[config.mk]
export PLATFORM = sky130hd
export DESIGN_NAME = up_bus_master
export DESIGN_NICKNAME = d
export VERILOG_FILES = /design/src/rtl/up_bus_master.sv
export SDC_FILE = /design/constraint.sdc
export NUM_CORES = 1
export LEC_CHECK = 0
export CORE_MARGIN = 2
export CORE_UTILIZATION = 35
export DETAILED_ROUTE_END_ITERATION = 12
export GPL_TIMING_DRIVEN = 0
export PLACE_DENSITY = 0.79
export SETUP_SLACK_MARGIN = 0.02
export SYNTH_ARGS = -nofsm -noshare
export SYNTH_HDL_FRONTEND = slang
export SYNTH_SLANG_ARGS = --single-unit
[constraint.sdc]
create_clock -name clk -period 1.23 [get_ports clk]
set_input_delay 0.246 -clock clk [delete_from_list [all_inputs] [get_ports clk]]
set_output_delay 0.246 -clock clk [all_outputs]
set_load 0.01 [all_outputs]
[src/rtl/up_bus_master.sv]
`timescale 1ns/1ps
// up_bus_master
// Initiator for the processor-bus register interface (upen/upws/uprs/updi/
// updo/upack). It takes one read or write command at a time over a
// valid/ready port, runs a single bus access and returns the result over a
// valid/ready response port.
//
// Optional feature macro: UPMST_TIMEOUT_EN
//   Defined   : an access with no upack for TOUT_CYC cycles ends with
//               rsp_err = 1.
//   Undefined : no wait counter; ACCESS waits for upack indefinitely and
//               rsp_err is tied to 0.
//
// Ports
//   clk, rst            clock, asynchronous active-high reset
//   cmd_vld/cmd_rdy     command handshake; cmd_wr, cmd_addr, cmd_wdat payload
//   rsp_vld/rsp_rdy     response handshake; rsp_rdat, rsp_err payload
//   upa, upen, upws,    registered bus address, enable, write/read strobes,
//   uprs, updi          write data
//   updo, upack         OR-reduced read data and acknowledge from responders
module up_bus_master #(
  parameter int CPUW     = 8,
  parameter int ADDW     = 8,
  parameter int TOUT_CYC = 16
) (
  input  logic            clk,
  input  logic            rst,
  input  logic            cmd_vld,
  output logic            cmd_rdy,
  input  logic            cmd_wr,
  input  logic [ADDW-1:0] cmd_addr,
  input  logic [CPUW-1:0] cmd_wdat,
  output logic            rsp_vld,
  input  logic            rsp_rdy,
  output logic [CPUW-1:0] rsp_rdat,
  output logic            rsp_err,
  output logic [ADDW-1:0] upa,
  output logic            upen,
  output logic            upws,
  output logic            uprs,
  output logic [CPUW-1:0] updi,
  input  logic [CPUW-1:0] updo,
  input  logic            upack
);

  // Elaboration-time guard on the timeout range (the counter is 16 bits).
  generate
    if (TOUT_CYC < 1 || TOUT_CYC > 65535) begin : g_bad_tout
      $error("up_bus_master: TOUT_CYC out of range 1..65535");
    end
  endgenerate

  typedef enum logic [1:0] {
    IDLE   = 2'd0,
    ACCESS = 2'd1,
    RESP   = 2'd2
  } state_t;

  state_t state_reg;

  // Ready straight from the state so it reads 1 while reset holds IDLE.
  assign cmd_rdy = (state_reg == IDLE);

`ifdef UPMST_TIMEOUT_EN
  localparam logic [15:0] TOUT_LAST = 16'(TOUT_CYC - 1);
  logic [15:0] wait_cnt_reg;
`else
  assign rsp_err = 1'b0;
`endif

  always_ff @(posedge clk or posedge rst) begin
    if (rst) begin
      state_reg <= IDLE;
      upa       <= '0;
      upen      <= 1'b0;
      upws      <= 1'b0;
      uprs      <= 1'b0;
      updi      <= '0;
      rsp_vld   <= 1'b0;
      rsp_rdat  <= '0;
`ifdef UPMST_TIMEOUT_EN
      rsp_err      <= 1'b0;
      wait_cnt_reg <= '0;
`endif
    end else begin
      case (state_reg)
        IDLE: begin
          // cmd_rdy is 1 in this state, so cmd_vld alone completes the handshake.
          if (cmd_vld) begin
            upa       <= cmd_addr;
            upen      <= 1'b1;
            upws      <= cmd_wr;
            uprs      <= ~cmd_wr;
            updi      <= cmd_wr ? cmd_wdat : '0;
`ifdef UPMST_TIMEOUT_EN
            wait_cnt_reg <= '0;
`endif
            state_reg <= ACCESS;
          end
        end

        ACCESS: begin
          // An ack always wins, even on the edge where the timeout would fire.
          if (upack) begin
            rsp_rdat  <= uprs ? updo : '0;
            rsp_vld   <= 1'b1;
            upa       <= '0;
            upen      <= 1'b0;
            upws      <= 1'b0;
            uprs      <= 1'b0;
            updi      <= '0;
`ifdef UPMST_TIMEOUT_EN
            rsp_err   <= 1'b0;
`endif
            state_reg <= RESP;
          end
`ifdef UPMST_TIMEOUT_EN
          else if (wait_cnt_reg == TOUT_LAST) begin
            // Abandon the access; the bus is returned fully to its idle value.
            rsp_rdat  <= '0;
            rsp_err   <= 1'b1;
            rsp_vld   <= 1'b1;
            upa       <= '0;
            upen      <= 1'b0;
            upws      <= 1'b0;
            uprs      <= 1'b0;
            updi      <= '0;
            state_reg <= RESP;
          end else if (wait_cnt_reg != 16'hFFFF) begin
            wait_cnt_reg <= wait_cnt_reg + 16'd1;
          end
`endif
        end

        RESP: begin
          if (rsp_rdy) begin
            rsp_vld   <= 1'b0;
`ifdef UPMST_TIMEOUT_EN
            rsp_err   <= 1'b0;
`endif
            state_reg <= IDLE;
          end
        end

        default: state_reg <= IDLE;
      endcase
    end
  end

endmodule

==> impl_table.tex, run 1 <==
\begin{tabular}{lr}
\hline
Metric & Value \\
\hline
\multicolumn{2}{l}{\textbf{Outcome}} \\
Outcome & complete, but fails checks \\
Failing checks & negative setup slack \\
\multicolumn{2}{l}{\textbf{Worst setup path}} \\
Maximum cell stage delay along the critical path & 0.38 ns \\
CP Data Arrival Time & 1.58 ns \\
Slowest cell on crit path & dfrtp\_1 \\
Kind of start point of the critical path & flip-flop \\
Max Fanout on Critical Path & 10 \\
Worst reg-to-reg setup slack & -0.14 ns \\
Endpoint class of the critical path & flip-flop \\
Required time reported for the critical path endpoint & 1.44 ns \\
CP Class & flip-flop to flip-flop \\
Critical path cell sequence & buf\_6, nand2b\_4, a21o\_1, buf\_6, buf\_8, a22o\_1 \\
Top cell by count, worst path & buf\_6 \\
\multicolumn{2}{l}{\textbf{Die}} \\
Initial core utilization & 35.8\% \\
Number of core rows & 21 \\
Number of I/O pins & 60 \\
Core Area & 0.00328 sq mm \\
Die area & 0.00384 sq mm \\
Die span in x & 62.0 um \\
Die height & 62.0 um \\
\multicolumn{2}{l}{\textbf{Pwr}} \\
Switching power summed over all nets & 1.41 mW \\
Clk network pwr share & 15.2\% \\
Int Pwr & 2.56 mW \\
Static leakage power & 0.890 nW \\
Relative contribution of combinational cells to total power & 44.0\% \\
Peak ir drop on the vdd network & 899 uV \\
Share of power burned in registers & 40.8\% \\
Total power consumption of the routed design & 3.97 mW \\
Switching share of power & 35.6\% \\
Power density over cell area & 2220 mW/mm\^{}2 \\
\multicolumn{2}{l}{\textbf{Run}} \\
Max-cap check violation count & 0 \\
\multicolumn{2}{l}{\textbf{Synthesis}} \\
EDFF count, synth & 0 \\
Count of synthesis-stage warnings from yosys & 0 \\
Sequential element share of the synthesized area & 63.8\% \\
Cell area after synthesis & 0.00118 sq mm \\
Cells taking the most area after synthesis & dfrtp\_1 (64\%), a22o\_1 (13\%), nand2\_1 (5.7\%), o21ai\_0 (3.4\%), buf\_6 (2.9\%) \\
Seq cells post-synth & 30 \\
Net Count, Synth & 129 \\
Top cell types by occurrence after synthesis & dfrtp\_1 (30), nand2\_1 (18), a22o\_1 (17), o21ai\_0 (8) \\
Synth Instances & 99 \\
Library cell with the largest summed area after synthesis & dfrtp\_1 \\
Async set or reset register ratio after synthesis & 100\% \\
Avg Synthesized Cell Area & 11.9 sq um \\
Number of distinct library cells after synthesis & 19 \\
Most frequent cell after synthesis & dfrtp\_1 \\
Predominant post-synthesis flop cell & dfrtp\_1 \\
Proportion of netlist area held by the largest area contributor & 63.8\% \\
\multicolumn{2}{l}{\textbf{Place}} \\
Half-perimeter wire length of the detailed placement result & 2030 um \\
Number of buffers added on ports & 58 \\
Setup slack after placement & -0.418 ns \\
Final weighted congestion of routability-driven global placement & 0.693 \\
Placed instance count & 203 \\
\multicolumn{2}{l}{\textbf{Final layout}} \\
Number of diodes & 0 \\
Area taken by multi-input logic gates & 359 sq um \\
Filler Cell Count & 313 \\
Area added between synthesis and finish & 51.9\% \\
Area used by sequential logic in the layout & 752 sq um \\
Count of non-filler cells in the finished layout & 216 \\
Top flop regs & rsp\_rdat (8), upa (8), updi (8) \\
Final Net Count & 199 \\
Layout cells sized above 1 & 31.2\% \\
\multicolumn{2}{l}{\textbf{GRT}} \\
Remaining Overflow, GRT & 0 \\
Maximum number of pins on one net before global-route repair & 31 \\
Vias in the first global route & 983 \\
First-pass GRT wire length & 4390 um \\
All-layer global routing usage & 16.0\% \\
Number of antenna violations at the first check in global routing & 0 \\
\multicolumn{2}{l}{\textbf{Clock network}} \\
Clock root buffer master & clkbuf\_4 \\
Number of clock sinks & 30 \\
Total of hold buffers inserted after clock tree synthesis & 0 \\
Clock Tree Buf Depth & 2 \\
Max H-tree Level & 2 \\
TritonCTS clock tree & yes \\
Num CTS Buffers & 5 \\
Clock latency on the worst-skew pair & 0.32 ns \\
Clock slew at the register clock pins of the worst setup and hold paths & 0.09 ns \\
\multicolumn{2}{l}{\textbf{Timing}} \\
Max-Slew Margin vs Limit & 58.3\% \\
Setup repair after global routing missed its margin & yes \\
Final worst path period need & 1.37 ns \\
Max Clock Skew & 0.00426 ns \\
Total setup violations reported at the end of the flow & 19 \\
Period Utilization, post-route & 112\% \\
Worst-margin pin slew & 0.624 ns \\
Slew Viols, Final & 0 \\
Max Clk Rate & 0.729 GHz \\
Hold slack & 0.337 ns \\
Hold Fails Final Rpt & 0 \\
Worst setup slack after layout & -0.142 ns \\
\multicolumn{2}{l}{\textbf{Drt}} \\
Count of unresolved DRC violations after routing & 0 \\
Antenna Nets Post-Route & 0 \\
Router iterations before antenna repair & 4 \\
Post-DR vias/cell & 4.60 \\
Routed WL per cell & 13.3 um \\
Total vias in the final route & 994 \\
Final wirelength & 2880 um \\
DR iter-0 viols & 65 \\
\multicolumn{2}{l}{\textbf{Min path}} \\
Worst hold path type & input pin to asynchronous set/reset pin \\
\hline
\end{tabular}
[layout make-up]
| class | count | share of cell area (%) |
|---|---|---|
| Buffer | 7 | 3.50 |
| Clock buffer | 7 | 3.08 |
| Sequential cell | 30 | 42.1 |
| Inverter | 3 | 0.840 |
| Multi-Input combinational cell | 58 | 20.1 |
| Timing Repair Buffer | 64 | 26.9 |
| Tap cell | 46 | 3.22 |
| Clock inverter | 1 | 0.280 |
[path summary, 6_finish.rpt]
kind,startpoint,to,depth (start not counted)
min in group clk,updo[6],rsp_rdat[6]$_DFFE_PP0P_,3
min,rst,updi[0]$_DFFE_PP0P_,2
max reg2reg,state_reg[0]$_DFFE_PP0P_,upa[0]$_DFFE_PP0P_,6
max in group asynchronous,rst,state_reg[1]$_DFFE_PP0P_,2
min reg2reg,rsp_rdat[1]$_DFFE_PP0P_,rsp_rdat[1]$_DFFE_PP0P_,2
max,state_reg[0]$_DFFE_PP0P_,upa[0]$_DFFE_PP0P_,6
[layout by cell type (no fill, tap or decap), types with 2 or more instances in the layout]
master           synthesis  final
clkdlybuf4s50_1          0     29
dfrtp_1                 30     29
clkbuf_2                 0     23
nand2_1                 18     18
a22o_1                  17     17
buf_2                    3      8
buf_4                    1      8
o21ai_0                  8      8
clkbuf_4                 0      5
a21o_1                   3      3
a21oi_1                  3      3
buf_6                    3      2
inv_1                    3      2
nor2_1                   2      2
[worst max-delay path: cells and delay by family (launching register included)]
family / cells / cell delay (ns)
AOI/OAI and AO/OA: 2 / 0.34
DFF: 1 / 0.38
and+or+nand+nor: 1 / 0.13
buffers and inverters: 3 / 0.41
[kinds of logic (layout without fill, tap and decap cells)]
kind of cell,count (synthesis),after routing,share of synthesized area (%)
DFF,30,30,63.8
AOI/OAI and AO/OA,32,32,19.9
other,1,1,0.319
buffers and inverters,11,82,6.06
and+or+nand+nor,25,25,9.89
[per-stage QoR]
stage	util [%]	area (sq um)	TNS (ns)
finish	54.4	1790	-1.71
CTS	58.5	1920	-2.47
detailed placement	55.2	1810	-21.84
global route	54.4	1790	-2.47
floorplan	-	1180	-0.591
global placement	55.2	1810	-20.11
[per-layer routing]
metal	part of all wire [%]	track usage [%]
met5	0	0
met4	1.1	8.21
met3	7.7	5.18
met2	50	27.2
met1	42	17.9
[power by group through the flow]
stage                     combinational, mW  clock (mW)  sequential [mW]
final                                  1.75       0.603             1.62
after global routing                   1.93       0.670             1.67
after CTS                              1.94       0.620             1.62
after detailed placement               2.01           0             1.64
after global placement                 1.96           0             1.61
after floorplan                       0.783           0             1.79
[timing repair]
action,CTS,global route
hold endpoints to repair,0,0
buffers inserted,5,1
setup endpoints to repair,87,51
resized for setup,67,32
No activity file was read; power rests on OpenSTA's default activity.
==> run 2, diff against run 1 <==
--- a/config.mk
+++ b/config.mk
@@ -8,6 +8,7 @@
 export CORE_MARGIN = 2
 export CORE_UTILIZATION = 35
 export DETAILED_ROUTE_END_ITERATION = 12
+export GPL_ROUTABILITY_DRIVEN = 0
 export GPL_TIMING_DRIVEN = 0
 export PLACE_DENSITY = 0.79
 export SETUP_SLACK_MARGIN = 0.02
==> results of run 2 <==
The final DEF is identical to that of run 1; final timing and power are the same.
